--- src/rtl/alu_driver_if.sv ---
`default_nettype none
// ============================================================================
//  Module      : alu_driver_if
//  Description : Request/response bundle between the CPU issue logic and
//                the ALU driver. master = issue side, slave = alu_driver.
//  Revision    : 1.0  initial release
// ============================================================================
interface alu_driver_if;
   logic        req_valid;
   logic        req_ready;
   logic [7:0]  req_op;
   logic        req_wide;
   logic [15:0] req_a;
   logic [15:0] req_b;
   logic        rsp_valid;
   logic        rsp_ready;
   logic [15:0] rsp_z;
   logic [7:0]  rsp_flags;

   modport master (
      output req_valid, req_op, req_wide, req_a, req_b, rsp_ready,
      input  req_ready, rsp_valid, rsp_z, rsp_flags
   );

   modport slave (
      input  req_valid, req_op, req_wide, req_a, req_b, rsp_ready,
      output req_ready, rsp_valid, rsp_z, rsp_flags
   );
endinterface
`default_nettype wire

--- src/rtl/alu_driver.sv ---
`default_nettype none
// ============================================================================
//  Module      : alu_driver
//  Description : Sequential initiator for a combinational 8-bit ALU. Runs
//                narrow ops in one pass and builds 16-bit ops from two or
//                three passes; returns a registered response and keeps
//                sticky error flags.
//  Revision    : 1.0  initial release
// ============================================================================
module alu_driver #(
   parameter logic [7:0] FLAG_MASK = 8'b00110011
) (
   input  wire logic       clk,
   input  wire logic       rst_n,
   alu_driver_if.slave     bus,
   output logic [7:0]      alu_a,
   output logic [7:0]      alu_b,
   output logic [7:0]      alu_op,
   input  wire logic [7:0] alu_z,
   input  wire logic [7:0] alu_flags,
   output logic [7:0]      sticky_flags,
   input  wire logic       sticky_clr
);

   // FSM states
   localparam logic [2:0] S_IDLE  = 3'd0;
   localparam logic [2:0] S_P_LO  = 3'd1;
   localparam logic [2:0] S_P_HI  = 3'd2;
   localparam logic [2:0] S_P_FIX = 3'd3;
   localparam logic [2:0] S_RESP  = 3'd4;

   // Operation classes, decided once at accept time
   localparam logic [2:0] K_NARROW = 3'd0;
   localparam logic [2:0] K_ADD    = 3'd1;
   localparam logic [2:0] K_SUB    = 3'd2;
   localparam logic [2:0] K_CMP    = 3'd3;
   localparam logic [2:0] K_BIT    = 3'd4;
   localparam logic [2:0] K_UNS    = 3'd5;

   logic [2:0]  state_q, state_d;
   logic [2:0]  kind_q, kind_d;
   logic [7:0]  op_q, op_d;
   logic [15:0] a_q, a_d;
   logic [15:0] b_q, b_d;
   logic [7:0]  alu_a_q, alu_a_d;
   logic [7:0]  alu_b_q, alu_b_d;
   logic [7:0]  alu_op_q, alu_op_d;
   logic [7:0]  z_lo_q, z_lo_d;
   logic [7:0]  z_hi_q, z_hi_d;
   logic [7:0]  flg_lo_q, flg_lo_d;
   logic [7:0]  flg_hi_q, flg_hi_d;
   logic [15:0] rsp_z_q, rsp_z_d;
   logic [7:0]  rsp_flags_q, rsp_flags_d;
   logic [7:0]  sticky_q, sticky_d;

   logic        accept;
   logic        rsp_hs;
   logic [2:0]  req_kind;

   assign accept = bus.req_valid && (state_q == S_IDLE);
   assign rsp_hs = bus.rsp_ready && (state_q == S_RESP);

   // Classify the incoming request by width and opcode
   always_comb begin
      req_kind = K_UNS;
      if (!bus.req_wide) begin
         req_kind = K_NARROW;
      end else begin
         case (bus.req_op[4:0])
            5'd0:                                   req_kind = K_ADD;
            5'd1:                                   req_kind = K_SUB;
            5'd4:                                   req_kind = K_CMP;
            5'd5, 5'd6, 5'd7, 5'd8, 5'd9,
            5'd10, 5'd11:                           req_kind = K_BIT;
            default:                                req_kind = K_UNS;
         endcase
      end
   end

   // State register
   always_ff @(posedge clk or negedge rst_n) begin
      if (!rst_n) begin
         state_q <= S_IDLE;
      end else begin
         state_q <= state_d;
      end
   end

   // Next-state logic; CMP runs the high pass first, carries add a fix pass
   always_comb begin
      state_d = state_q;
      case (state_q)
         S_IDLE: begin
            if (accept) begin
               case (req_kind)
                  K_CMP:   state_d = S_P_HI;
                  K_UNS:   state_d = S_RESP;
                  default: state_d = S_P_LO;
               endcase
            end
         end
         S_P_LO: begin
            if (kind_q == K_NARROW || kind_q == K_CMP) begin
               state_d = S_RESP;
            end else begin
               state_d = S_P_HI;
            end
         end
         S_P_HI: begin
            case (kind_q)
               K_CMP:   state_d = S_P_LO;
               K_ADD:   state_d = flg_lo_q[0] ? S_P_FIX : S_RESP;
               K_SUB:   state_d = flg_lo_q[1] ? S_P_FIX : S_RESP;
               default: state_d = S_RESP;
            endcase
         end
         S_P_FIX: state_d = S_RESP;
         S_RESP: begin
            if (bus.rsp_ready) begin
               state_d = S_IDLE;
            end
         end
         default: state_d = S_IDLE;
      endcase
   end

   // Handshake outputs are pure functions of the registered state
   always_comb begin
      bus.req_ready = (state_q == S_IDLE);
      bus.rsp_valid = (state_q == S_RESP);
   end

   // Datapath: load ALU operands on pass entry, capture results on pass exit
   always_comb begin
      kind_d      = kind_q;
      op_d        = op_q;
      a_d         = a_q;
      b_d         = b_q;
      alu_a_d     = alu_a_q;
      alu_b_d     = alu_b_q;
      alu_op_d    = alu_op_q;
      z_lo_d      = z_lo_q;
      z_hi_d      = z_hi_q;
      flg_lo_d    = flg_lo_q;
      flg_hi_d    = flg_hi_q;
      rsp_z_d     = rsp_z_q;
      rsp_flags_d = rsp_flags_q;
      case (state_q)
         S_IDLE: begin
            if (accept) begin
               kind_d = req_kind;
               op_d   = bus.req_op;
               a_d    = bus.req_a;
               b_d    = bus.req_b;
               case (req_kind)
                  K_UNS: begin
                     rsp_z_d     = 16'h0000;
                     rsp_flags_d = 8'h20;
                  end
                  K_CMP: begin
                     alu_a_d  = bus.req_a[15:8];
                     alu_b_d  = bus.req_b[15:8];
                     alu_op_d = bus.req_op;
                  end
                  default: begin
                     alu_a_d  = bus.req_a[7:0];
                     alu_b_d  = bus.req_b[7:0];
                     alu_op_d = bus.req_op;
                  end
               endcase
            end
         end
         S_P_LO: begin
            z_lo_d   = alu_z;
            flg_lo_d = alu_flags;
            case (kind_q)
               K_NARROW: begin
                  rsp_z_d     = {8'h00, alu_z};
                  rsp_flags_d = alu_flags;
               end
               K_CMP: begin
                  // Equal high bytes defer the decision to the low bytes
                  if (flg_hi_q[3]) begin
                     rsp_z_d     = {8'h00, alu_z};
                     rsp_flags_d = alu_flags;
                  end else begin
                     rsp_z_d     = {8'h00, z_hi_q};
                     rsp_flags_d = flg_hi_q;
                  end
               end
               default: begin
                  alu_a_d  = a_q[15:8];
                  alu_b_d  = b_q[15:8];
                  alu_op_d = op_q;
               end
            endcase
         end
         S_P_HI: begin
            z_hi_d   = alu_z;
            flg_hi_d = alu_flags;
            case (kind_q)
               K_CMP: begin
                  alu_a_d  = a_q[7:0];
                  alu_b_d  = b_q[7:0];
                  alu_op_d = op_q;
               end
               K_ADD: begin
                  if (flg_lo_q[0]) begin
                     alu_a_d  = alu_z;
                     alu_b_d  = 8'h01;
                     alu_op_d = 8'h00;
                  end else begin
                     rsp_z_d     = {alu_z, z_lo_q};
                     rsp_flags_d = {7'b0, alu_flags[0]};
                  end
               end
               K_SUB: begin
                  if (flg_lo_q[1]) begin
                     alu_a_d  = alu_z;
                     alu_b_d  = 8'h01;
                     alu_op_d = 8'h01;
                  end else begin
                     rsp_z_d     = {alu_z, z_lo_q};
                     rsp_flags_d = {6'b0, alu_flags[1], 1'b0};
                  end
               end
               default: begin
                  rsp_z_d     = {alu_z, z_lo_q};
                  rsp_flags_d = flg_lo_q | alu_flags;
               end
            endcase
         end
         S_P_FIX: begin
            z_hi_d  = alu_z;
            rsp_z_d = {alu_z, z_lo_q};
            if (kind_q == K_SUB) begin
               rsp_flags_d = {6'b0, flg_hi_q[1] | alu_flags[1], 1'b0};
            end else begin
               rsp_flags_d = {7'b0, flg_hi_q[0] | alu_flags[0]};
            end
         end
         default: begin
         end
      endcase
   end

   // Sticky flags: a handshake's contribution survives a same-cycle clear
   always_comb begin
      sticky_d = (sticky_clr ? 8'h00 : sticky_q) |
                 (rsp_hs ? (rsp_flags_q & FLAG_MASK) : 8'h00);
   end

   // Datapath registers
   always_ff @(posedge clk or negedge rst_n) begin
      if (!rst_n) begin
         kind_q      <= K_NARROW;
         op_q        <= 8'h00;
         a_q         <= 16'h0000;
         b_q         <= 16'h0000;
         alu_a_q     <= 8'h00;
         alu_b_q     <= 8'h00;
         alu_op_q    <= 8'h00;
         z_lo_q      <= 8'h00;
         z_hi_q      <= 8'h00;
         flg_lo_q    <= 8'h00;
         flg_hi_q    <= 8'h00;
         rsp_z_q     <= 16'h0000;
         rsp_flags_q <= 8'h00;
         sticky_q    <= 8'h00;
      end else begin
         kind_q      <= kind_d;
         op_q        <= op_d;
         a_q         <= a_d;
         b_q         <= b_d;
         alu_a_q     <= alu_a_d;
         alu_b_q     <= alu_b_d;
         alu_op_q    <= alu_op_d;
         z_lo_q      <= z_lo_d;
         z_hi_q      <= z_hi_d;
         flg_lo_q    <= flg_lo_d;
         flg_hi_q    <= flg_hi_d;
         rsp_z_q     <= rsp_z_d;
         rsp_flags_q <= rsp_flags_d;
         sticky_q    <= sticky_d;
      end
   end

   assign alu_a         = alu_a_q;
   assign alu_b         = alu_b_q;
   assign alu_op        = alu_op_q;
   assign bus.rsp_z     = rsp_z_q;
   assign bus.rsp_flags = rsp_flags_q;
   assign sticky_flags  = sticky_q;

endmodule
`default_nettype wire

--- src/flat_wrapper.sv ---
// flat-port wrapper written by rule: the top's interface ports become plain ports
module alu_driver_flat 
#(
   parameter logic [7:0] FLAG_MASK = 8'b00110011
)
  (clk, rst_n, alu_a, alu_b, alu_op, alu_z, alu_flags, sticky_flags, sticky_clr, bus_req_valid, bus_req_op, bus_req_wide, bus_req_a, bus_req_b, bus_rsp_ready, bus_req_ready, bus_rsp_valid, bus_rsp_z, bus_rsp_flags);
  alu_driver_if bus_i ();
  input  wire logic clk;
  input  wire logic rst_n;
  output logic [7:0] alu_a;
  output logic [7:0] alu_b;
  output logic [7:0] alu_op;
  input  wire logic [7:0] alu_z;
  input  wire logic [7:0] alu_flags;
  output logic [7:0] sticky_flags;
  input  wire logic sticky_clr;
  input wire logic [$bits(bus_i.req_valid)-1:0] bus_req_valid;
  input wire logic [$bits(bus_i.req_op)-1:0] bus_req_op;
  input wire logic [$bits(bus_i.req_wide)-1:0] bus_req_wide;
  input wire logic [$bits(bus_i.req_a)-1:0] bus_req_a;
  input wire logic [$bits(bus_i.req_b)-1:0] bus_req_b;
  input wire logic [$bits(bus_i.rsp_ready)-1:0] bus_rsp_ready;
  output wire logic [$bits(bus_i.req_ready)-1:0] bus_req_ready;
  output wire logic [$bits(bus_i.rsp_valid)-1:0] bus_rsp_valid;
  output wire logic [$bits(bus_i.rsp_z)-1:0] bus_rsp_z;
  output wire logic [$bits(bus_i.rsp_flags)-1:0] bus_rsp_flags;
  assign bus_i.req_valid = bus_req_valid;
  assign bus_i.req_op = bus_req_op;
  assign bus_i.req_wide = bus_req_wide;
  assign bus_i.req_a = bus_req_a;
  assign bus_i.req_b = bus_req_b;
  assign bus_i.rsp_ready = bus_rsp_ready;
  assign bus_req_ready = bus_i.req_ready;
  assign bus_rsp_valid = bus_i.rsp_valid;
  assign bus_rsp_z = bus_i.rsp_z;
  assign bus_rsp_flags = bus_i.rsp_flags;
  alu_driver #(.FLAG_MASK(FLAG_MASK)) u_core (.clk(clk), .rst_n(rst_n), .bus(bus_i), .alu_a(alu_a), .alu_b(alu_b), .alu_op(alu_op), .alu_z(alu_z), .alu_flags(alu_flags), .sticky_flags(sticky_flags), .sticky_clr(sticky_clr));
endmodule
--- config.mk ---
export PLATFORM = sky130hd
export DESIGN_NAME = alu_driver_flat
export DESIGN_NICKNAME = d
export VERILOG_FILES = /design/src/rtl/alu_driver_if.sv /design/src/rtl/alu_driver.sv /design/src/flat_wrapper.sv
export SDC_FILE = /design/constraint.sdc
export NUM_CORES = 1
export LEC_CHECK = 0
export ABC_AREA = 1
export BUFFER_PORTS_ARGS = -buffer_cell sky130_fd_sc_hd__buf_4
export CAP_MARGIN = 0
export CORE_MARGIN = 2
export CORE_UTILIZATION = 35
export CTS_CLUSTER_DIAMETER = 200
export CTS_CLUSTER_SIZE = 16
export DETAILED_ROUTE_END_ITERATION = 10
export HOLD_SLACK_MARGIN = 0.05
export PLACE_DENSITY = 0.55
export SETUP_SLACK_MARGIN = 0.4
export SLEW_MARGIN = 20
export SYNTH_ARGS = -nofsm -noshare
export SYNTH_HDL_FRONTEND = slang
export SYNTH_SLANG_ARGS = --single-unit
--- constraint.sdc ---
create_clock -name clk -period 2 [get_ports clk]
set_input_delay 0.3 -clock clk [delete_from_list [all_inputs] [get_ports clk]]
set_output_delay 0.3 -clock clk [all_outputs]
set_load 0.01 [all_outputs]
# Yosys cells after proc, flatten, opt, wreduce, memory -nomap -nowiden

Memories as Yosys holds them, arrays and structs flattened.
Index checks and enable logic that the tools add are counted.

Flip-flop bits (word level): 134
Word-level logic and storage cells: 103
Bits in read-only memories: 48
Memories: 1

Memory list:

| name            | words | bits a word | read ports | clocked after memory_dff | write ports | line             | text |
|---|---|---|---|---|---|---|---|
| (no name shown) | 16    | 3           | 1          | 0                        | 0           | alu_driver.sv:69 | `case (bus.req_op[4:0])` |

Mux-type cells: 49
Reduce and logical (&&, ||, !) cells: 13
Bitwise gates (word level): 4
Eq/ne operators: 21

Operator list:

| kind                 | number |
|---|---|
| $pmux W8 S3          | 7 |
| $mux W8              | 19 |
| $mux W16             | 4 |
| $pmux W16 S4         | 1 |
| $pmux W16 S3         | 1 |
| $pmux W8 S2          | 3 |
| $pmux W16 S2         | 1 |
| $pmux W8 S4          | 1 |
| $mux W3              | 7 |
| $or A8 B8 Y8         | 2 |
| $eq A3 B2 Y1 const B | 5 |
| $pmux W3 S5          | 1 |
| $reduce_and A7 Y1    | 2 |
| $pmux W3 S3          | 1 |
| $ne A2 B2 Y1 const B | 4 |
| $eq A3 B1 Y1 const B | 2 |
| $eq A3 B3 Y1 const B | 2 |
| $logic_not A3 Y1     | 2 |
| $mux W6              | 1 |
| $ne A3 B2 Y1 const B | 2 |
| $ne A3 B3 Y1 const B | 2 |
| $pmux W3 S2          | 1 |
| $ne A2 B1 Y1 const B | 2 |
| $ne A4 B1 Y1 const B | 1 |
| 9 further kinds      | 13 |

# Longest topological paths before layout

Gate-level depths: netlist of run 1.
An unclocked memory read counts as a cell.

Word-level depth: 7
Mapped depth: 12
Gate-level depth less buffers: 10

# Least setup slack after synthesis of run 1

OpenSTA, ideal clock, no wires.

Path type: reg-to-reg
Start: register u_core.state_q[2]
End: register u_core.alu_a_q[0], in the netlist u_core.alu_a[0]
Setup slack: 534 ps
Required time: 1934 ps
Data arrival time: 1401 ps
Stages on the path, launching flop included: 9
Cells stage by stage: dfrtp_1 -> nor2_2 -> nand2_1 -> inv_2 -> nand3_1 -> nand2_2 -> clkbuf_1 -> o21ai_0 -> nand2_1

Word-level cells in the longest chain between the ends: 4

Ends and longest elaborated chain:

| element                            | line               | text |
|---|---|---|
| start: declaration                 | alu_driver.sv:40   | `logic [2:0] state_q, state_d;` |
| start signal: assignment           | alu_driver.sv:85   | `state_q <= state_d;` |
| $logic_not A3 Y1 *                 | n/a                |  |
| named net bus_req_ready            | flat_wrapper.sv:23 | `output wire logic [$bits(bus_i.req_ready)-1:0] bus_req_ready;` |
| $logic_and A1 B1 Y1                | alu_driver.sv:60   | `assign accept = bus.req_valid && (state_q == S_IDLE);` |
| $ne A2 B1 Y1 (no source line)      | n/a                |  |
| $reduce_and A7 Y1 (no source line) | n/a                |  |
| end signal: assignment             | alu_driver.sv:275  | `alu_a_q <= alu_a_d;` |
| end: declaration                   | alu_driver.sv:45   | `logic [7:0] alu_a_q, alu_a_d;` |

Mark *: on every way through the listed nets, which the timed path passes. The rest lies on a longest branch.
A chain may end at the register's enable or synchronous reset.

# Final worst setup path of run 1

Start: register u_core.state_q[1]
End: output bus_req_ready

Word-level cells in the longest chain between the ends: 1

Ends and longest elaborated chain:

| element          | line               | text |
|---|---|---|
| $logic_not A3 Y1 | alu_driver.sv:129  | `bus.req_ready = (state_q == S_IDLE);` |
| end: declaration | flat_wrapper.sv:23 |  |

No other way between the ends.

==> parameters.txt, run 1 <==
Parameter                              Value

Outcome
  Result of the run ... finished clean

Clock network
  Clk sinks ... 130
  CTS Buffer Depth ... 2
  CTS tree ... yes
  CTS H-tree depth ... 4
  Clock latency on the worst-skew pair ... 0.41 ns
  Clock input transition at the sequential cells of the worst setup and hold paths ... 0.06 ns
  CTS Buf Count ... 17
  CTS Root Cell ... sky130_fd_sc_hd__clkbuf_16

Logic synthesis
  Mean instance size in the synthesized netlist ... 7.40 um^2
  Syn Std Cell Area ... 6530 um^2
  Number of synthesized flops with an enable pin ... 0
  Synth warnings ... 0
  Share of the yosys chip area belonging to registers ... 49.8%
  Synthesized instance count ... 882
  Synthesis-stage register bit count ... 130
  Top cell type's share of synthesized area ... 49.8%
  Share of flip-flops with an asynchronous set or reset after synthesis ... 100%
  Distinct cell type count after synthesis ... 29
  Prevailing post-synth register cell ... sky130_fd_sc_hd__dfrtp_1
  Cell taking the most area after synthesis ... sky130_fd_sc_hd__dfrtp_1
  Largest cells by area after synthesis ... sky130_fd_sc_hd__dfrtp_1, sky130_fd_sc_hd__nand2_1, sky130_fd_sc_hd__nand3_1

Power and ir drop
  Total power per unit cell area ... 1450 nW/um^2
  Leak pwr ... 0.00477 uW
  Worst VDD drop ... 0.000842 V

Global routing
  Met1 usage ... 27.3%
  Met2 Use GR ... 32.1%
  Number of global-route vias before repair ... 5844
  Maximum number of pins on one net before global-route repair ... 50
  Global-route wire length before repair ... 30.9 mm
  Global routing met3 resource utilization ... 3.74%
  Initial antenna violation count ... 0
  Global-route layer with the greatest usage ... met2
  Final global-route overflow total ... 0
  Overall global routing resource usage ... between 10% and 20%

Placed design
  Post-detailed-placement half-perimeter wirelength ... 13.3 mm
  Worst setup slack after placement ... 0.166 ns
  Quantity of I/O buffers inserted on ports ... 115
  Placer's final routability congestion estimate ... 0.833

Routing
  Wirelength per Cell ... around 16 um
  Antenna-violating nets left ... 0
  # DRC ... 0
  Number of vias per cell ... 4.85
  Violation count after the first detailed-routing iteration ... 339
  Via Count ... 6157
  Drt pass-1 iters ... 4
  Overall routed net length ... 20.0 mm

Setup path
  WP data required ... 1.70 ns
  Number of cells on the worst reg-to-reg path ... 10
  Maximum net fanout on the critical path ... 4
  Setup Crit Path Kind ... register to output pin
  Worst Setup Start Kind ... register
  Arrival @ worst endpoint ... 1.37 ns
  Worst setup EP type ... output pin

Floorplan
  Vertical extent of the die ... 141 um
  Die Footprint ... between 15000 and 20000 um^2
  Core outline area ... 18100 um^2
  Initial standard-cell utilization of the core ... a little over a third
  Num rows ... 49
  Number of primary I/O pins ... 120
  Floorplan die width ... 141 um

Cells and area
  Total of fill cells in the finished design ... 1765
  Area growth syn-to-layout ... 39.4%
  NumNets Final ... around 1.1k
  Total area of multi-input combinational cells ... between 2000 and 3000 um^2
  Fraction of final layout cells sized beyond drive strength 1 ... between 20% and 30%
  Sequential cell area ... 3260 um^2
  Diode count ... 0

STA
  Total count of max-transition violations in the final report ... 0
  Setup TNS ... 0 ns
  Number of failing hold endpoints at the final stage ... 0
  Worst Clk Skew ... 0.00602 ns
  Tightest Pin Transition ... 0.515 ns
  Post-route fraction of the period consumed by the critical path ... 83.6%
  Setup repair after global routing missed its margin ... true
  Final-report setup violation count ... 0
  Maximum operating frequency ... between 500 and 600 MHz
  Final worst-path setup slack ... 0.329 ns
  Relative slew slack ... 65.7%
  Clock period minus worst slack ... 1.67 ns

Min path
  HP Class ... primary input to register
  Worst hold path stage count ... 2

Job
  Max-cap violation count ... 0
## critical path, stage by stage (launching register included)
cell,delay [ns]
sky130_fd_sc_hd__dfrtp_2,0.45
sky130_fd_sc_hd__nor2_4,0.19
sky130_fd_sc_hd__nand2_4,0.10
sky130_fd_sc_hd__inv_4,0.09
sky130_fd_sc_hd__buf_6,0.11
## power by group
| group | internal, uW | switching (uW) | leakage [uW] | total (uW) |
|---|---|---|---|---|
| clock network | 1890 | 1130 | 0.000278 | 3020 |
| logic | 2370 | 3330 | 0.00287 | 5700 |
| registers | 3820 | 650 | 0.00162 | 4470 |
| total | 8080 | 5110 | 0.00477 | 13200 |
## through the flow
stage	cell area, um^2	hold WS, ns	std cells	util (%)	power [uW]
after floorplan	6540	0.00441	885	-	7140
after global placement	7730	0.286	1212	42.6	8920
after detailed placement	7730	0.288	1212	42.6	8980
after CTS	8590	0.0904	1254	47.3	12500
after global routing	9100	0.102	1270	50.2	14100
final	9100	0.0947	1270	50.2	13200
## final timing paths
check | from | endpoint | slack (ns)
worst max-delay path | u_core.state_q[1]$_DFFE_PN0P_ | bus_req_ready | 0.33
worst min-delay path | sticky_clr | u_core.sticky_flags[4]$_DFF_PN0_ | 0.09
worst max register to register | u_core.state_q[0]$_DFFE_PN0P_ | u_core.bus.rsp_flags[1]$_DFFE_PN0P_ | 0.33
worst min register to register | u_core.bus.rsp_flags[3]$_DFFE_PN0P_ | u_core.bus.rsp_flags[3]$_DFFE_PN0P_ | 0.48
max in group asynchronous | rst_n | u_core.state_q[1]$_DFFE_PN0P_ | 1.07
min in group asynchronous | rst_n | u_core.flg_hi_q[1]$_DFFE_PN0P_ | 0.40
## Yosys cell counts, types with 2 or more instances
library cell and instances:
sky130_fd_sc_hd__inv_1 108, sky130_fd_sc_hd__buf_4 9, sky130_fd_sc_hd__inv_2 11, sky130_fd_sc_hd__nand2_1 310, sky130_fd_sc_hd__nor2_1 21, sky130_fd_sc_hd__o21bai_1 8
sky130_fd_sc_hd__buf_2 18, sky130_fd_sc_hd__a21oi_1 10, sky130_fd_sc_hd__dfrtp_1 130, sky130_fd_sc_hd__nand3_1 106, sky130_fd_sc_hd__nand2_2 4, sky130_fd_sc_hd__clkbuf_1 17
sky130_fd_sc_hd__o21ai_0 98, sky130_fd_sc_hd__o22ai_1 2, sky130_fd_sc_hd__nor2_2 5, sky130_fd_sc_hd__o21ai_1 11, sky130_fd_sc_hd__nor2_4 2
## cell type report
type	instances	share of cell area, %
multi-input cells	593	32.9
repair buffers	168	16.5
well taps	229	3.15
flip-flops and latches	130	35.8
repair inverters	1	0.0825
inverters	119	5.32
clock buffers	26	5.71
clock inverters	4	0.522
## cell families after synthesis
| logic type | synth area share, % |
|---|---|
| other cells | 0.0574 |
| simple gates | 28.9 |
| flops | 49.8 |
| compound gates | 11.0 |
| buf+inv | 10.3 |
## per-layer routing
layer | routed length [um] | vias to the layer above | share of wire (%)
li1 | - | 3065 | -
met1 | 9190 | 2907 | 46
met2 | 9560 | 161 | 48
met3 | 948 | 24 | 4.7
met4 | 333 | 0 | 1.7
met5 | 0 | - | 0
## registers in the layout, summed over array words and instances, names as in the netlist, 4 cells and up
signal	cells
u_core.a_q	16
u_core.alu_a	8
u_core.alu_b	8
u_core.alu_op	8
u_core.b_q	16
u_core.bus.rsp_flags	8
u_core.bus.rsp_z	16
u_core.flg_hi_q	8
u_core.flg_lo_q	8
u_core.op_q	8
u_core.sticky_flags	4
u_core.z_hi_q	8
u_core.z_lo_q	8
## placed cells by master, fill, tap and decap left out, types with 6 or more instances in the layout
| cell type | Yosys | layout |
|---|---|---|
| sky130_fd_sc_hd__a21oi_1 | 10 | 8 |
| sky130_fd_sc_hd__inv_1 | 108 | 105 |
| sky130_fd_sc_hd__buf_4 | 9 | 141 |
| sky130_fd_sc_hd__nand2_1 | 310 | 290 |
| sky130_fd_sc_hd__nand2_2 | 4 | 18 |
| sky130_fd_sc_hd__nor2_4 | 2 | 7 |
| sky130_fd_sc_hd__o21ai_1 | 11 | 20 |
| sky130_fd_sc_hd__clkbuf_8 | 0 | 6 |
| sky130_fd_sc_hd__nand3_4 | 0 | 6 |
| sky130_fd_sc_hd__nor2_1 | 21 | 16 |
| sky130_fd_sc_hd__nand3_2 | 1 | 21 |
| sky130_fd_sc_hd__inv_4 | 0 | 8 |
| sky130_fd_sc_hd__clkbuf_16 | 0 | 19 |
| sky130_fd_sc_hd__buf_12 | 0 | 9 |
| sky130_fd_sc_hd__o21bai_1 | 8 | 8 |
| sky130_fd_sc_hd__nand3_1 | 106 | 80 |
| sky130_fd_sc_hd__o21ai_0 | 98 | 87 |
| sky130_fd_sc_hd__buf_6 | 0 | 10 |
| sky130_fd_sc_hd__dfrtp_1 | 130 | 125 |
## what timing repair did
item	4_1_cts	5_1_grt
resized for setup	42	97
pin swaps	8	25
setup endpoints to repair	76	76
setup buffers	9	12
hold buffers	1	0
cloned	2	4
endpoints found under the hold margin	44	0
Power figures use the tool's default switching activity.
==> run 2, diff against run 1 <==
--- a/config.mk
+++ b/config.mk
@@ -14,7 +14,7 @@
 export CTS_CLUSTER_SIZE = 16
 export DETAILED_ROUTE_END_ITERATION = 10
 export HOLD_SLACK_MARGIN = 0.05
-export PLACE_DENSITY = 0.55
+export PLACE_DENSITY = 0.57
 export SETUP_SLACK_MARGIN = 0.4
 export SLEW_MARGIN = 20
 export SYNTH_ARGS = -nofsm -noshare
==> constraint.sdc (replaced) <==
create_clock -name clk -period 1.5 [get_ports clk]
set_input_delay 0.225 -clock clk [delete_from_list [all_inputs] [get_ports clk]]
set_output_delay 0.225 -clock clk [all_outputs]
set_load 0.01 [all_outputs]
==> parameters.txt, run 2 (synthesis gave the netlist of run 1 again) <==
Parameter                              Value

STA
  Maximum operating frequency ... 590 MHz
  Total count of max-transition violations in the final report ... 0 (unchanged)
  Final worst-path setup slack ... -0.194 ns (-0.522 ns)
  Final-report setup violation count ... 95 (+95)
  Clock period minus worst slack ... 1.69 ns
  Hold Slack ... 0.0740 ns (-0.0207 ns)
  Worst Clk Skew ... 0.0130 ns (+0.00700 ns)
  Post-route fraction of the period consumed by the critical path ... 113%
  Number of failing hold endpoints at the final stage ... 0 (unchanged)
  Setup repair after global routing missed its margin ... true

Clock network
  CTS Buf Count ... 17 (unchanged)
  CTS H-tree depth ... 4 (unchanged)
  CTS tree ... yes
  Clk sinks ... 130 (unchanged)
  CTS Buffer Depth ... 2 (unchanged)
  Clock input transition at the sequential cells of the worst setup and hold paths ... 0.06 ns (about the same)
  Clock latency on the worst-skew pair ... 0.43 ns (+0.02 ns)
  CTS Root Cell ... sky130_fd_sc_hd__clkbuf_16

Floorplan
  Initial standard-cell utilization of the core ... 36.0% (unchanged)
  Core outline area ... 18100 um^2 (unchanged)
  Number of primary I/O pins ... 120 (unchanged)
  Die Footprint ... 19800 um^2 (unchanged)
  Vertical extent of the die ... 141 um (unchanged)
  Floorplan die width ... 141 um (unchanged)
  Num rows ... 49 (unchanged)

Power and ir drop
  Reg power frac ... 27.7% (-6.2 points)
  Power dissipated by switching net loads ... 8290 uW (+62%)
  Clock power share ... 20.2% (-2.7 points)
  Worst VDD drop ... 0.00115 V (+36%)
  Combinational share of power ... 52.2% (+9.0 points)
  Switching share of power ... 37.8% (-0.92 points)
  Total internal power ... 13600 uW (+69%)
  Total power per unit cell area ... 2000 nW/um^2 (+38%)
  Leak pwr ... 0.00563 uW (+18%)

Placed design
  Worst setup slack after placement ... -0.213 ns (-0.379 ns)
  Quantity of I/O buffers inserted on ports ... 115 (unchanged)
  Post-detailed-placement half-perimeter wirelength ... 13.6 mm (+1.8%)
  Placer's final routability congestion estimate ... 0.787 (-5.5%)

Global routing
  Met1 usage ... 29.1% (+1.8 points)
  Maximum number of pins on one net before global-route repair ... 38 (-24%)
  Global-route wire length before repair ... 34.2 mm (+11%)
  Met2 Use GR ... 36.1% (+3.9 points)
  Global routing met3 resource utilization ... 4.99% (+1.3 points)
  Global-route layer with the greatest usage ... met2
  Number of global-route vias before repair ... 6537 (+12%)
  Final global-route overflow total ... 0 (unchanged)
  Overall global routing resource usage ... 22.1% (+2.3 points)
  Initial antenna violation count ... 0 (unchanged)

Cells and area
  Diode count ... 0 (unchanged)
  Commonest non-fill, non-tap cell in the layout ... sky130_fd_sc_hd__nand2_1
  NumNets Final ... 1209 (+11%)
  Fin util ... 60.3% (+10 points)
  Most frequent cells in the layout ... sky130_fd_sc_hd__nand2_1, sky130_fd_sc_hd__buf_4, sky130_fd_sc_hd__dfrtp_1
  Area growth syn-to-layout ... 67.4%
  Fraction of final layout cells sized beyond drive strength 1 ... 37.5% (+10 points)
  Total of fill cells in the finished design ... 1617 (-8.4%)

Routing
  Wirelength per Cell ... 16.5 um (+4.8%)
  # DRC ... 0 (unchanged)
  Number of vias per cell ... 4.95 (+2.0%)
  Violation count after the first detailed-routing iteration ... 458 (+35%)
  Antenna-violating nets left ... 0 (unchanged)
  Via Count ... 6871 (+12%)
  Drt pass-1 iters ... 7 (+3)
  Overall routed net length ... 23.0 mm (+15%)

Setup path
  WP data required ... 1.80 ns (+0.10 ns)
  Maximum net fanout on the critical path ... 18 (+14)
  Library cell contributing the largest single delay on the critical path ... sky130_fd_sc_hd__dfrtp_1
  Setup Crit Path Kind ... register to register
  Critical path, cell by cell ... buf_6 -> nor2_4 -> nand2_2 -> buf_6 -> buf_4 -> nor2_4 -> inv_4 -> clkbuf_16 -> nand2_1 -> o21ai_0
  Worst setup EP type ... register
  Arrival @ worst endpoint ... 1.99 ns (+0.62 ns)
  Maximum cell stage delay along the critical path ... 0.39 ns (-0.06 ns)
  Number of cells on the worst reg-to-reg path ... 10 (unchanged)
  Worst Setup Start Kind ... register

Min path
  Worst hold path stage count ... 3 (+1)
  HP Class ... primary input to register

Outcome
  Result of the run ... finished with violations
  Failing checks ... negative setup slack

Job
  Max-cap violation count ... 0 (unchanged)
==> run 2: area by class of cell <==
type / count / area (um^2) / area share [%]
Clock buffer: 21 / 470 / 4.30
Clock inverter: 11 / 151 / 1.38
Inverter: 119 / 464 / 4.25
Multi-Input combinational cell: 596 / 3280 / 30.0
Sequential cell: 130 / 3260 / 29.8
Tap cell: 229 / 287 / 2.62
Timing Repair Buffer: 283 / 3030 / 27.7
==> run 2: worst max-delay path: cells and delay by family, from the launching register on <==
family	cells	cell delay, ns
buf+inv	5	0.68
compound gates	1	0.07
flops	1	0.39
simple gates	4	0.43
==> run 2: metal layers <==
metal  vias to the layer above  share of wire, %
li1                       3318                 -
met1                      3279                43
met2                       240                49
met3                        34               5.7
met4                         0               2.5
met5                         -                 0
==> run 2: power groups by stage <==
stage	logic [uW]	clock network, uW	registers (uW)
after global routing	12400	4640	6220
after CTS	8720	4450	5950
after global placement	6510	0	5900
after detailed placement	6580	0	5910
final	11400	4420	6060
after floorplan	3860	0	6030
==> run 2: timing repair <==
item,in CTS,in global routing
gates resized for setup,148,155
hold buffers,28,0
gates cloned,9,11
setup buffers,26,41
endpoints found under the hold margin,52,0
setup endpoints to repair,176,184
pin swaps,26,37
==> run 2: worst paths after layout <==
path                                                    start                                   to  slack, ns
worst min-delay path                            bus_req_op[5]           u_core.op_q[5]$_DFFE_PN0P_       0.07
worst min register to register   u_core.z_lo_q[0]$_DFFE_PN0P_         u_core.z_lo_q[0]$_DFFE_PN0P_       0.48
worst max register to register  u_core.state_q[1]$_DFFE_PN0P_           u_core.b_q[14]$_DFFE_PN0P_      -0.19
max in group asynchronous                               rst_n        u_core.state_q[0]$_DFFE_PN0P_       0.68
min in group asynchronous                               rst_n  u_core.bus.rsp_flags[7]$_DFFE_PN0P_       0.27
worst max-delay path            u_core.state_q[1]$_DFFE_PN0P_           u_core.b_q[14]$_DFFE_PN0P_      -0.19
==> run 2: stage by stage <==
stage / instances / power [uW] / TNS (ns) / area [um^2]
floorplan: 885 / 9880 / 0 / 6750
global placement: 1242 / 12400 / -6.34 / 8100
detailed placement: 1242 / 12500 / -7.14 / 8100
CTS: 1337 / 19100 / -7.55 / 9850
global route: 1389 / 23200 / -18.37 / 10900
finish: 1389 / 21900 / -11.89 / 10900
==> run 3, diff against run 2 <==
--- a/config.mk
+++ b/config.mk
@@ -15,7 +15,7 @@
 export DETAILED_ROUTE_END_ITERATION = 10
 export HOLD_SLACK_MARGIN = 0.05
 export PLACE_DENSITY = 0.57
-export SETUP_SLACK_MARGIN = 0.4
+export SETUP_SLACK_MARGIN = 0.05
 export SLEW_MARGIN = 20
 export SYNTH_ARGS = -nofsm -noshare
 export SYNTH_HDL_FRONTEND = slang
==> parameters.txt, run 3 (synthesis gave the netlist of run 1 again) <==
Parameter                              Value

Routing
  Antenna-violating nets left ... 0 (unchanged)
  # DRC ... 0 (unchanged)
  Number of vias per cell ... 4.89 (-1.1%)
  Drt pass-1 iters ... 5 (-2)
  Wirelength per Cell ... 16.0 um (-3.3%)
  Overall routed net length ... 21.4 mm (-6.8%)
  Via Count ... 6551 (-4.7%)
  Violation count after the first detailed-routing iteration ... 408 (-11%)

Min path
  End point of the most critical hold path ... u_core.state_q[2]$_DFFE_PN0P_
  Start point of the worst hold path ... bus_rsp_ready
  HP Class ... primary input to register
  Worst hold path stage count ... 2 (-1)

Global routing
  Initial antenna violation count ... 0 (unchanged)
  Overall global routing resource usage ... 22.1% (about the same)
  Maximum number of pins on one net before global-route repair ... 35 (-7.9%)
  Number of global-route vias before repair ... 6376 (-2.5%)
  Global-route wire length before repair ... 33.9 mm (-0.97%)
  Final global-route overflow total ... 0 (unchanged)

Setup path
  Worst setup EP type ... register
  Number of cells on the worst reg-to-reg path ... 9 (-1)
  Most common cell type on the critical path ... sky130_fd_sc_hd__nor2_4
  Library cell contributing the largest single delay on the critical path ... sky130_fd_sc_hd__dfrtp_1
  Maximum cell stage delay along the critical path ... 0.39 ns (about the same)
  FF-to-FF End ... u_core.b_q[13]$_DFFE_PN0P_
  Worst Setup Start Kind ... register
  Flop-to-flop setup slack ... -0.22 ns (-0.02 ns)
  Critical path, cell by cell ... buf_6 -> nor2_4 -> nand2_4 -> buf_4 -> nor2_4 -> inv_6 -> buf_12 -> buf_16 -> o21ai_0
  Maximum net fanout on the critical path ... 12 (-6)
  Arrival @ worst endpoint ... 2.05 ns (+0.06 ns)
  Critical register-to-register path startpoint ... u_core.state_q[2]$_DFFE_PN0P_
  Setup Crit Path Kind ... register to register
  WP data required ... 1.83 ns (+0.03 ns)

Power and ir drop
  Final Total Pwr ... 19300 uW (-12%)
  Leak pwr ... 0.00521 uW (-7.5%)
  Total power per unit cell area ... 1950 nW/um^2 (-2.7%)
  Worst VDD drop ... 0.00120 V (+4.1%)

STA
  Maximum operating frequency ... 582 MHz (-1.4%)
  Number of failing hold endpoints at the final stage ... 0 (unchanged)
  Post-route fraction of the period consumed by the critical path ... 115% (+1.7 points)
  Worst Clk Skew ... 0.00972 ns (-0.00331 ns)
  Final worst-path setup slack ... -0.218 ns (-0.0248 ns)
  Final-report setup violation count ... 94 (-1.1%)
  Setup TNS ... -13.95 ns (-2.06 ns)
  Setup repair after global routing missed its margin ... true
  Total count of max-transition violations in the final report ... 0 (unchanged)
  Clock period minus worst slack ... 1.72 ns (+0.0248 ns)

Clock network
  CTS Root Cell ... sky130_fd_sc_hd__clkbuf_16
  CTS tree ... yes
  CTS H-tree depth ... 4 (unchanged)
  Clock input transition at the sequential cells of the worst setup and hold paths ... 0.06 ns (about the same)
  CTS Buffer Depth ... 2 (unchanged)
  Clock latency on the worst-skew pair ... 0.43 ns (about the same)
  Clk sinks ... 130 (unchanged)
  CTS Buf Count ... 17 (unchanged)

Cells and area
  Fin util ... 54.6% (-5.7 points)
  Commonest non-fill, non-tap cell in the layout ... sky130_fd_sc_hd__nand2_1
  NumNets Final ... 1159 (-4.1%)
  Fraction of final layout cells sized beyond drive strength 1 ... 29.2% (-8.3 points)
  Most frequent cells in the layout ... sky130_fd_sc_hd__nand2_1, sky130_fd_sc_hd__buf_4, sky130_fd_sc_hd__dfrtp_1
  Diode count ... 0 (unchanged)
  Area growth syn-to-layout ... 51.7%

Floorplan
  Number of primary I/O pins ... 120 (unchanged)
  Die Footprint ... 19800 um^2 (unchanged)
  Initial standard-cell utilization of the core ... 36.0% (unchanged)
  Num rows ... 49 (unchanged)
  Vertical extent of the die ... 141 um (unchanged)
  Floorplan die width ... 141 um (unchanged)
  Core outline area ... 18100 um^2 (unchanged)

Placed design
  Placer's final routability congestion estimate ... 0.821 (+4.2%)
  Quantity of I/O buffers inserted on ports ... 115 (unchanged)
  Post-detailed-placement half-perimeter wirelength ... 13.6 mm (+0.50%)

Outcome
  Failing checks ... negative setup slack
  Result of the run ... finished with violations

Job
  Max-cap violation count ... 0 (unchanged)
[run 3: cell types whose count changed in the layout (fill, tap and decap cells not counted), moves of 8 or more]
| cell | before | now |
|---|---|---|
| sky130_fd_sc_hd__buf_6 | 82 | 17 |
| sky130_fd_sc_hd__nand2_1 | 258 | 297 |
| sky130_fd_sc_hd__nand2_2 | 41 | 11 |
| sky130_fd_sc_hd__o21ai_2 | 32 | 3 |
| sky130_fd_sc_hd__buf_4 | 135 | 161 |
| sky130_fd_sc_hd__nand3_2 | 8 | 29 |
| sky130_fd_sc_hd__o21ai_1 | 37 | 54 |
| sky130_fd_sc_hd__nand3_1 | 91 | 75 |
| sky130_fd_sc_hd__o21ai_0 | 40 | 52 |
| sky130_fd_sc_hd__clkbuf_16 | 25 | 17 |
| sky130_fd_sc_hd__nand2_4 | 15 | 7 |
[run 3: power breakdown]
| part | leakage, uW | switching, uW | total (uW) | internal [uW] |
|---|---|---|---|---|
| registers | 0.00163 | 828 | 5910 | 5080 |
| clock network | 0.000293 | 1620 | 4320 | 2700 |
| logic | 0.00329 | 4840 | 9070 | 4230 |
[run 3: worst max-delay path, delay by kind of cell, from the launching register on]
| kind | cells | cell delay [ns] |
|---|---|---|
| flops | 1 | 0.39 |
| compound gates | 1 | 0.17 |
| simple gates | 3 | 0.43 |
| buf+inv | 5 | 0.63 |
[run 3: layout make-up]
class | count | area, um^2
Inverter | 119 | 464
Timing Repair Buffer | 238 | 2370
Multi-Input combinational cell | 591 | 2910
Fill cell | 1647 | 8240
Sequential cell | 130 | 3250
Clock inverter | 12 | 154
Tap cell | 229 | 287
Clock buffer | 20 | 457
[run 3: metrics by stage]
| step | instance area (um^2) | hold slack [ns] | std cells | worst slack (ns) |
|---|---|---|---|---|
| final | 9900 | 0.0599 | 1339 | -0.218 |
| after detailed placement | 8100 | 0.150 | 1245 | -0.193 |
| after CTS | 9750 | 0.0518 | 1336 | -0.176 |
| after floorplan | 6550 | -0.0706 | 885 | 0.0482 |
| after global routing | 9900 | 0.0602 | 1339 | -0.273 |
| after global placement | 8100 | 0.149 | 1245 | -0.193 |
[run 3: how the worst max path moves through the flow]
stage	startpoint	to	slack (ns)	depth (start not counted)
floorplan	u_core.kind_q[2]$_DFFE_PN0P_	u_core.bus.rsp_z[2]$_DFFE_PN0P_	0.05	11
global placement	u_core.state_q[2]$_DFFE_PN0P_	u_core.alu_b[0]$_DFFE_PN0P_	-0.19	10
detailed placement	u_core.state_q[2]$_DFFE_PN0P_	u_core.alu_b[0]$_DFFE_PN0P_	-0.19	10
CTS	u_core.state_q[1]$_DFFE_PN0P_	bus_req_ready	-0.18	6
global route	u_core.state_q[2]$_DFFE_PN0P_	u_core.alu_op[0]$_DFFE_PN0P_	-0.27	11
finish	u_core.state_q[2]$_DFFE_PN0P_	u_core.b_q[13]$_DFFE_PN0P_	-0.22	9
[run 3: per-layer routing]
layer  global-route usage (%)  vias up  part of all wire, %
met2                     35.4      235                   47
met3                     4.48       39                  5.6
met1                     29.4     3072                   45
li1                         -     3205                    -
met4                     9.21        0                  2.7
met5                        0        -                    0
[run 3: what timing repair did]
action                                  in CTS  in global routing
hold endpoints to repair                   159                  0
setup buffers                               20                  7
endpoints found under the setup margin      94                 96
pin swaps                                   17                 20
hold buffers                                27                  0
cloned                                      12                  0
resized for setup                          110                 54
